File: config.mk
export PLATFORM = sky130hd
export DESIGN_NAME = fetch_stage
export DESIGN_NICKNAME = d
export VERILOG_FILES = /design/src/rtl/fetch_stage.sv
export SDC_FILE = /design/constraint.sdc
export NUM_CORES = 1
export LEC_CHECK = 0
export CAP_MARGIN = 5
export CORE_MARGIN = 8
export CORE_UTILIZATION = 50
export CTS_CLUSTER_DIAMETER = 60
export CTS_CLUSTER_SIZE = 40
export DETAILED_ROUTE_END_ITERATION = 7
export PLACE_DENSITY = 0.78
export SYNTH_ARGS = -nofsm -noshare
export SYNTH_HDL_FRONTEND = slang
export SYNTH_SLANG_ARGS = --single-unit
File: constraint.sdc
create_clock -name clk -period 5.5 [get_ports clk]
set_input_delay 0.55 -clock clk [delete_from_list [all_inputs] [get_ports clk]]
set_output_delay 0.55 -clock clk [all_outputs]
set_load 0.03 [all_outputs]
File: src/rtl/fetch_stage.sv
// Instruction fetch stage: single outstanding IMEM request, registered decoder
// output backed by a one-entry skid buffer, with branch/jump redirect handling.
module fetch_stage #(
   parameter logic [31:0] RESET_PC  = 32'h0000_0000,
   parameter logic [31:0] NOP_INSTR = 32'h0000_0013
) (
   input  logic        clk,
   input  logic        rst,
   output logic        imem_req_valid,
   output logic [31:0] imem_req_addr,
   input  logic        imem_req_ready,
   input  logic        imem_rsp_valid,
   input  logic [31:0] imem_rsp_data,
   input  logic        redirect_valid,
   input  logic [31:0] redirect_pc,
   input  logic        stall,
   output logic [31:0] instr_o,
   output logic [31:0] pc_o,
   output logic [31:0] pc4_o,
   output logic        instr_valid_o
);

   typedef enum logic [1:0] {S_IDLE, S_REQ, S_WAIT, S_HOLD} state_t;

   state_t      state_q, state_d;
   logic        req_valid_q, req_valid_d;
   logic [31:0] pc_q, pc_d;
   logic [31:0] fetch_pc_q, fetch_pc_d;
   logic        discard_q, discard_d;
   logic        skid_vld_q, skid_vld_d;
   logic [31:0] skid_instr_q, skid_instr_d;
   logic [31:0] skid_pc_q, skid_pc_d;
   logic        out_vld_q, out_vld_d;
   logic [31:0] instr_q, instr_d;
   logic [31:0] pc_out_q, pc_out_d;
   logic        can_load;

   // The output register may take new data when it is empty or being consumed.
   assign can_load = !out_vld_q || !stall;

   always_comb begin
      state_d      = state_q;
      pc_d         = pc_q;
      fetch_pc_d   = fetch_pc_q;
      discard_d    = discard_q;
      skid_vld_d   = skid_vld_q;
      skid_instr_d = skid_instr_q;
      skid_pc_d    = skid_pc_q;
      instr_d      = instr_q;
      pc_out_d     = pc_out_q;
      out_vld_d    = out_vld_q;

      if (!stall) begin
         out_vld_d = 1'b0;
         instr_d   = NOP_INSTR;
      end

      case (state_q)
         S_IDLE: state_d = S_REQ;
         S_REQ: begin
            if (imem_req_ready) begin
               state_d    = S_WAIT;
               fetch_pc_d = pc_q;
               pc_d       = pc_q + 32'd4;
            end
         end
         S_WAIT: begin
            if (imem_rsp_valid) begin
               state_d = S_REQ;
               if (discard_q) begin
                  discard_d = 1'b0;
               end else if (can_load) begin
                  instr_d   = imem_rsp_data;
                  pc_out_d  = fetch_pc_q;
                  out_vld_d = 1'b1;
               end else begin
                  skid_vld_d   = 1'b1;
                  skid_instr_d = imem_rsp_data;
                  skid_pc_d    = fetch_pc_q;
                  state_d      = S_HOLD;
               end
            end
         end
         S_HOLD: begin
            if (!stall) begin
               state_d    = S_REQ;
               skid_vld_d = 1'b0;
               if (skid_vld_q) begin
                  instr_d   = skid_instr_q;
                  pc_out_d  = skid_pc_q;
                  out_vld_d = 1'b1;
               end
            end
         end
         default: state_d = S_IDLE;
      endcase

      // A redirect overrides stall, response loading and skid draining.
      if (redirect_valid) begin
         pc_d       = redirect_pc & ~32'd3;
         out_vld_d  = 1'b0;
         instr_d    = NOP_INSTR;
         pc_out_d   = pc_out_q;
         skid_vld_d = 1'b0;
         case (state_q)
            S_REQ: begin
               state_d   = imem_req_ready ? S_WAIT : S_REQ;
               discard_d = imem_req_ready;
            end
            S_WAIT: begin
               state_d   = imem_rsp_valid ? S_REQ : S_WAIT;
               discard_d = !imem_rsp_valid;
            end
            S_HOLD:  state_d = S_REQ;
            default: state_d = S_REQ;
         endcase
      end

      req_valid_d = (state_d == S_REQ);
   end

   always_ff @(posedge clk or posedge rst) begin
      if (rst) begin
         state_q     <= S_IDLE;
         req_valid_q <= 1'b0;
         pc_q        <= RESET_PC;
         discard_q   <= 1'b0;
         skid_vld_q  <= 1'b0;
         out_vld_q   <= 1'b0;
         instr_q     <= NOP_INSTR;
         pc_out_q    <= 32'd0;
      end else begin
         state_q     <= state_d;
         req_valid_q <= req_valid_d;
         pc_q        <= pc_d;
         discard_q   <= discard_d;
         skid_vld_q  <= skid_vld_d;
         out_vld_q   <= out_vld_d;
         instr_q     <= instr_d;
         pc_out_q    <= pc_out_d;
      end
   end

   // Pure data holders; they are only read when the matching control bit is set.
   always_ff @(posedge clk) begin
      fetch_pc_q   <= fetch_pc_d;
      skid_instr_q <= skid_instr_d;
      skid_pc_q    <= skid_pc_d;
   end

   assign imem_req_valid = req_valid_q;
   assign imem_req_addr  = pc_q;
   assign instr_o        = instr_q;
   assign pc_o           = pc_out_q;
   assign pc4_o          = pc_out_q + 32'd4;
   assign instr_valid_o  = out_vld_q;

endmodule

==> results of run 1 <==
[flip-flops by register name, indices dropped and copies added, names as in the netlist]
name            cells
instr_o            32
skid_instr_q       32
fetch_pc_q         30
imem_req_addr      30
pc_o               30
skid_pc_q          30
state_q             2
discard_q           1
imem_req_valid      1
instr_valid_o       1
skid_vld_q          1
[power breakdown]
part | switching (mW) | internal (mW) | leakage [nW]
registers | 0.271 | 1.75 | 2.05
logic | 1.10 | 0.885 | 1.77
clock network | 0.563 | 0.688 | 0.295
[cell usage after synthesis (7+ instances only)]
cell	instances	area share
nand2_1	36	0.016
nor2_1	58	0.026
a222oi_1	29	0.035
inv_1	20	0.0090
and4_1	8	0.0084
clkbuf_1	26	0.012
o21ai_0	23	0.014
and3_1	7	0.0052
xor2_1	8	0.0084
mux2_2	56	0.075
dfrtp_1	95	0.28
a31oi_1	14	0.010
nand3_1	22	0.013
nand4_1	20	0.015
edfxtp_1	92	0.33
xnor2_1	33	0.035
nor3_1	10	0.0060
mux2i_1	8	0.0096
[final cells by class]
cell class | count | area, um2 | area share
Clock buffer | 17 | 425 | 0.0385
Clock inverter | 15 | 176 | 0.0160
Inverter | 21 | 81.3 | 0.00736
Multi-Input combinational cell | 409 | 2930 | 0.265
Sequential cell | 190 | 5220 | 0.472
Tap cell | 220 | 275 | 0.0249
Timing Repair Buffer | 196 | 1940 | 0.176
[metrics by stage]
step	power [mW]	util
after floorplan	3.20	-
after global placement	3.97	0.635
after detailed placement	4.03	0.635
after CTS	5.29	0.671
after global routing	5.49	0.671
final	5.25	0.671
[final timing paths]
kind	cells after the start	slack, ns	start	to
setup / recovery	5	1.72	pc_o[5]	pc4_o[27]
hold / removal	0	0.46	fetch_pc_q[19]	skid_pc_q[19]
setup reg to reg	5	2.44	state_q[0]	instr_o[21]
hold reg to reg	0	0.46	fetch_pc_q[19]	skid_pc_q[19]
max in group asynchronous	3	3.78	rst	pc_o[17]
min in group asynchronous	2	0.49	rst	instr_o[13]
[metal layers]
metal  GRT usage  routed length (um)  part of all wire  vias to the layer above
met4      0.0677                 380             0.018                        0
li1            -                   -                 -                     2820
met5           0                   0                 0                        -
met3      0.0728                1930             0.092                       29
met2       0.343               10500              0.50                      258
met1       0.226                8260              0.39                     3035
[worst max-delay path, cell delays in order (launching register included)]
cell	delay [ns]
dfrtp_1	0.47
nand4_1	0.18
nor4_1	1.04
nand3_1	0.23
xnor2_1	0.19
clkdlybuf4s50_1	0.69
[logic make-up (layout without fill, tap and decap cells)]
logic type,Yosys count,in the layout,synth area share
flops,190,190,0.625
buf+inv,59,249,0.0303
xor+xnor,41,41,0.0430
other cells,1,6,0.000449
fa+ha+maj,6,6,0.00899
simple gates,197,197,0.122
mux,64,64,0.0851
compound gates,95,95,0.0857
==> metrics.txt, run 1 <==
Worst Hold Class reg2reg; DRT iter0 DRCs between 400 and 500; Ports 200; Post-DP Area 10500 um2; WL final 21000 um; Cell variety after synth 50; TritonCTS Buffers 17; startpoint class of the critical path register; # resized after CTS 0; largest net degree at the start of global routing 76; # fillers around 1.2k; drt first pass iters 8; Placed Cells 1036; core area roughly 16000 um2; Static Leakage between 4 and 5 nW; ys async rst share 0.516; RePlAce Congestion 0.854; fin area ~11000 um2; Max-Cap Viols 0; final slew viol count 0; total gr overflow 0; Period Utilization, post-route 0.687; RSZ-0062 raised after global routing false; status finished, final reports clean; critical path endpoint category primary output; CTS tree done; Post-CTS Setup Bufs 0; most frequent cells in the layout clkdlybuf4s50_1, dfrtp_1, edfxtp_1; Non-Filler Instances 1068; GRT Overall Usage 0.200; Synth Area per Inst around 13 um2; skew final approximately 0.0093 ns; die area around 21000 um2; Worst-Skew Late Latency roughly 0.43 ns; Synth Instances between 600 and 700; Vias 6142; Post-DP HPWL approximately 15000 um; Hold Buf Count CTS 0; layout cell share with drive strength beyond 1 0.137; Clock transition at path regs 0.07 ns; DIE HEIGHT 145 um; clk sinks 190; root buf cell clkbuf_16; Top FF cell, synth dfrtp_1; Worst Path Required approximately 5.0 ns; Least-Margin Pin Slew 1.31 ns; initial antenna violation count 0; CP Class reg2out; sequential area share after synthesis 0.625; NumNets Final 911; Die Wd approximately 150 um; P per Cell Area 475 nW/um2; H-Tree Depth 4; most common cell after layout, fill and taps aside clkdlybuf4s50_1; worst rel slew slack 0.125; PortBufs around 190; Yosys reg bits 190; initial core utilization 0.507; maximum vdd ir drop 0.388 mV; Routed Antenna Nets 0; Setup TNS 0 ns; Final Hold Fails 0; yosys warns 0; Setup violations, final 0; vias in the first global route about 6.4k; vias per cell 5.75; Mapped Area approximately 8400 um2; wire per inst 19.7 um; Crit Path Max Fanout 7; Worst EP arrival between 3 and 4 ns; f_max 0.264 GHz; number of flops mapped to enable cells by yosys between 90 and 100; final worst slack about 1.7 ns; global-route wire length before repair about 34000 um; post-route minimum period 3.78 ns; CTS max path bufs 2; Ant. Diodes 0; Worst Hold Margin about 0.46 ns; area grow syn2layout 32.3%; FP Rows 47; residual DRC count 0; post-placement setup slack between 2 and 2.5 ns
No activity file was read; power rests on OpenSTA's default activity.
==> run 2, diff against run 1 <==
==> constraint.sdc (replaced) <==
create_clock -name clk -period 4 [get_ports clk]
set_input_delay 0.4 -clock clk [delete_from_list [all_inputs] [get_ports clk]]
set_output_delay 0.4 -clock clk [all_outputs]
set_load 0.03 [all_outputs]
==> run 2 against run 1 <==
  * Clock power grew 35%
  * Largest power group unchanged
  * Sequential power up 37%
  * Sequential share of layout area shrank 0.15 points
  * Combinational power increased by 39%
  * Worst setup slack got worse by 0.95 ns
  * Critical path type unchanged
  * Wire length up 4.2%
  * Final cell count up 0.47%
  * Clock-buffer cell count increased by 2
  * Non-clock buffer count rose by 5
  * Critical endpoint is now pc4_o[31]
  * Core utilization up 0.21 points
==> metrics.txt, run 2 (synthesis gave the netlist of run 1 again) <==
busiest grt layer met2; M3 GR Usage 0.0734; Non-Filler Instances 1073; RSZ-0062 raised after global routing false; grt met1 use 0.246; initial core utilization 0.507; status finished, final reports clean; Reg2Reg Setup Slack 0.98 ns; Vias about 6.2k; critical path endpoint category primary output; wire per inst around 20 um; NumNets Final between 900 and 1k; Final Hold Fails 0; Max-Cap Viols 0; Setup violations, final 0; initial antenna violation count 1; Switching Share 0.365; WL final 21900 um; H-Tree Depth 4; skew final between 0.009 and 0.01 ns; total gr overflow 0; Core Util, Final 0.674; RePlAce Congestion just under 0.9; Static Leakage slightly above 4 nW; final slew viol count 0; Critical R2R Launch state_q[0]; Period Utilization, post-route 0.807; Post-CTS Setup Bufs 0; Ports 200; PortBufs around 190; residual DRC count 0; Worst-Skew Late Latency roughly 0.42 ns; # resized after CTS 0; maximum vdd ir drop approximately 0.40 mV; most common cell after layout, fill and taps aside clkdlybuf4s50_1; Worst Path Required roughly 3.6 ns; Setup TNS 0 ns; Ant. Diodes 0; Clock transition at path regs about 0.070 ns; P per Cell Area 650 nW/um2; f_max just over 0.3 GHz; final worst slack slightly below 0.8 ns; vias per cell about 5.8; global-route wire length before repair about 36000 um; # fillers about 1.2k; Min-Delay Path Depth 0; vias in the first global route 6443; Post-DP HPWL 15300 um; GR Layer Usage met2 0.348; Hold Buf Count CTS 0; core area approximately 16000 um2; GRT Overall Usage 0.208; root buf cell clkbuf_16; Hold Path Origin fetch_pc_q[8]; TritonCTS Buffers 17; CTS max path bufs 2; switching pwr about 2.6 mW; Worst Hold Class reg2reg; cells on worst reg2reg path 4; worst rel slew slack 0.250; clock network power share 0.234; clk sinks 190; CP Class reg2out; reg2reg end pc_o[16]; sequential share of power 0.384; CTS tree done; area grow syn2layout 32.8%; hold endpoint skid_pc_q[8]; drt first pass iters 7; Routed Antenna Nets 0; Placed Cells between 1k and 1.5k; post-route minimum period 3.23 ns; DRT iter0 DRCs 496; DIE HEIGHT between 100 and 150 um; startpoint class of the critical path register; layout cell share with drive strength beyond 1 0.141; Worst EP arrival between 2 and 3 ns; post-placement setup slack 0.995 ns; die area 21100 um2; Least-Margin Pin Slew approximately 1.1 ns; FP Rows 47; Die Wd between 100 and 150 um; Crit Path Max Fanout 7; Internal about 4.6 mW; largest net degree at the start of global routing 80; Gate power share 0.382; most frequent cells in the layout clkdlybuf4s50_1, dfrtp_1, edfxtp_1
run 2: power by group through the flow:
stage                     clock, mW  combinational (mW)  sequential [mW]
after floorplan                   0                1.26             3.13
after global placement            0                2.69             2.77
after detailed placement          0                2.76             2.80
after CTS                      1.71                2.78             2.77
after global routing           1.79                2.92             2.82
final                          1.69                2.75             2.77
run 2: worst max-delay path: stages, from the launching register on:
cell and delay [ns]:
dfrtp_1 0.47, nand4_1 0.19, or4_1 0.61, nor4_1 0.26, xor2_1 0.17, clkdlybuf4s50_1 0.69
run 2: worst max path at each step:
| stage | start | to | depth (start not counted) |
|---|---|---|---|
| finish | pc_o[6] | pc4_o[31] | 5 |
| global route | pc_o[6] | pc4_o[31] | 5 |
| CTS | pc_o[6] | pc4_o[31] | 5 |
| detailed placement | state_q[0] | pc_o[16] | 4 |
| global placement | state_q[0] | pc_o[23] | 4 |
| floorplan | state_q[0] | skid_instr_q[0] | 4 |
run 2: routing by layer:
metal,share of wire,vias to the layer above
met4,0.020,2
met1,0.40,3085
met5,0.00041,-
met3,0.084,38
li1,-,2807
met2,0.50,261
run 2: stage by stage:
stage          area [um2]  power, mW  hold WS, ns
2_1_floorplan        8380       4.40        0.422
3_3_place_gp        10500       5.46        0.433
3_5_place_dp        10500       5.56        0.431
4_1_cts             11100       7.25        0.449
5_1_grt             11100       7.53        0.451
6_report            11100       7.21        0.447
run 2: final cells by class:
type	count	area, um2	area share
clock buffers	19	453	0.0408
repair buffers	201	1990	0.180
multi-input cells	409	2930	0.265
clock inverters	13	134	0.0121
inverters	21	81.3	0.00733
flip-flops and latches	190	5220	0.471
well taps	220	275	0.0248
==> run 3, diff against run 2 <==
--- a/config.mk
+++ b/config.mk
@@ -7,11 +7,11 @@
 export LEC_CHECK = 0
 export CAP_MARGIN = 5
 export CORE_MARGIN = 8
-export CORE_UTILIZATION = 50
+export CORE_UTILIZATION = 45
 export CTS_CLUSTER_DIAMETER = 60
 export CTS_CLUSTER_SIZE = 40
 export DETAILED_ROUTE_END_ITERATION = 7
-export PLACE_DENSITY = 0.78
+export PLACE_DENSITY = 0.74
 export SYNTH_ARGS = -nofsm -noshare
 export SYNTH_HDL_FRONTEND = slang
 export SYNTH_SLANG_ARGS = --single-unit
==> constraint.sdc (replaced) <==
create_clock -name clk -period 2.88 [get_ports clk]
set_input_delay 0.288 -clock clk [delete_from_list [all_inputs] [get_ports clk]]
set_output_delay 0.288 -clock clk [all_outputs]
set_load 0.03 [all_outputs]
==> run 3 against run 2 <==
  * Highest routed layer unchanged
  * Sequential share of layout area down 0.36 points
  * Cell area rose by 0.77%
  * Global-route usage decreased by 2.7 points
  * Non-clock buffer count increased by 12
  * Die area up 9.9%
  * Worst hold slack worse by 0.13 ns
  * Final cell count is 2.4% higher
  * Wire length down 5.6%
  * Critical path depth up 1
==> metrics.txt, run 3 (synthesis gave the netlist of run 1 again) <==
f_max around 0.37 GHz; sequential share of power 0.384; CTS max path bufs 2; CP Class reg2out; P per Cell Area 887 nW/um2; Worst EP arrival approximately 2.4 ns; drt first pass iters 5; most common cell after layout, fill and taps aside clkdlybuf4s50_1; initial core utilization 0.453; residual DRC count 0; Clock transition at path regs ~0.07 ns; DRT iter0 DRCs 360; status finished, final reports clean; Least-Margin Pin Slew roughly 0.73 ns; Ant. Diodes 0; switching pwr approximately 3.6 mW; largest net degree at the start of global routing 50; vias per cell 5.53; critical path's top delay family simple AND/OR/NAND/NOR gates; H-Tree Depth 4; Static Leakage around 4.3 nW; cell mode on critical path and3_1; TritonCTS Buffers 17; NumNets Final 928; max incr delay on CP between 0.4 and 0.5 ns; clock network power share 0.237; DIE HEIGHT approximately 150 um; root buf cell clkbuf_16; worst rel slew slack 0.512; crit path max-delay cell type dlygate4sd2_1; M3 GR Usage 0.0800; post-route minimum period roughly 2.7 ns; skew final between 0.01 and 0.015 ns; busiest grt layer met2; GR Layer Usage met2 0.291; Worst Hold Margin around 0.32 ns; Worst Hold Class in2async; WL final roughly 21000 um; Reg2Reg Setup Slack roughly 0.56 ns; Routed Antenna Nets 0; CTS tree done; GRT Overall Usage 0.181; final slew viol count 0; CP bufs+invs 1; RePlAce Congestion ~0.82; initial antenna violation count 1; Gate power share 0.379; clk sinks 190; Max-Cap Viols 0; Setup TNS 0 ns; FP Rows 50; most frequent cells in the layout clkdlybuf4s50_1, dfrtp_1, edfxtp_1; Switching Share 0.362; Die Wd roughly 150 um; core area about 18000 um2; global-route wire length before repair between 30000 and 40000 um; crit path cell chain ha_1 > and4_1 > and3_1 > and3_1 > xor2_1 > dlygate4sd2_1; Vias ~6.1k; Final Hold Fails 0; Internal 6.33 mW; area grow syn2layout 33.8%; layout cell share with drive strength beyond 1 0.158; critical path endpoint category primary output; wire per inst around 19 um; Post-DP HPWL 14900 um; Crit Path Max Fanout 6; Ports 200; Period Utilization, post-route 0.927; grt met1 use 0.213; Setup violations, final 0; total gr overflow 0; Worst Path Required around 2.6 ns; Worst-Skew Late Latency around 0.43 ns; vias in the first global route just over 6k; die area around 23000 um2; maximum vdd ir drop 0.474 mV; RSZ-0062 raised after global routing false; startpoint class of the critical path register; PortBufs between 150 and 200
[run 3: changes by cell type in the layout (fill, tap and decap cells not counted), sizes merged]
cell           change
dlygate4sd2        +8
buf               +17
clkinv             -2
clkinvlp           -2
inv                +1
clkbuf             +5
dlymetal6s2s       +3
clkdlybuf4s50     -18
[run 3: through the flow]
step | instances | total power, mW | util | worst slack [ns] | cell area, um2
floorplan | 658 | 6.11 | - | 0.0349 | 8380
global placement | 1067 | 7.65 | 0.574 | 0.256 | 10600
detailed placement | 1067 | 7.70 | 0.574 | 0.247 | 10600
CTS | 1099 | 10.0 | 0.606 | 0.0575 | 11200
global route | 1099 | 10.4 | 0.606 | 0.0000908 | 11200
finish | 1099 | 9.92 | 0.606 | 0.209 | 11200
[run 3: power groups by stage]
stage | registers [mW] | clock network, mW | logic [mW]
floorplan | 4.35 | 0 | 1.76
global placement | 3.82 | 0 | 3.83
detailed placement | 3.85 | 0 | 3.85
CTS | 3.80 | 2.40 | 3.81
global route | 3.88 | 2.53 | 4.01
finish | 3.80 | 2.35 | 3.76
[run 3: routing by layer]
layer  vias up  part of all wire
met4         2             0.018
met1      3002              0.41
met2       193              0.48
met3        23             0.089
li1       2861                 -
met5         -           0.00039
[run 3: what timing repair did]
action | in CTS | in global routing
buffers inserted | 0 | 0
hold buffers | 0 | 0
resized for setup | 10 | 7
setup endpoints to repair | 10 | 5
[run 3: worst paths after layout]
kind                                start               end  cells after the start
min in group clk           redirect_pc[5]  imem_req_addr[5]                      3
max                               pc_o[2]         pc4_o[16]                      6
max reg2reg                    state_q[0]           pc_o[5]                      7
min reg2reg                fetch_pc_q[15]     skid_pc_q[15]                      0
max in group asynchronous             rst        instr_o[4]                      3
min                                   rst       instr_o[20]                      2
[run 3: final cells by class]
class                      count  area (um2)
clock buffer                  22         464
clock inverter                10         125
fill                        1477        7280
inverter                      21        81.3
multi-input combinational    409        2930
sequential                   190        5220
tap                          234         293
timing repair buffer         213        2060
[run 3: worst reg2reg max path: stages, from the launching register on]
cell	delay (ns)
dfrtp_1	0.42
inv_1	0.10
ha_1	0.29
nand3b_1	0.32
a21oi_1	0.33
o2111ai_4	0.15
buf_4	0.27
mux2_2	0.33
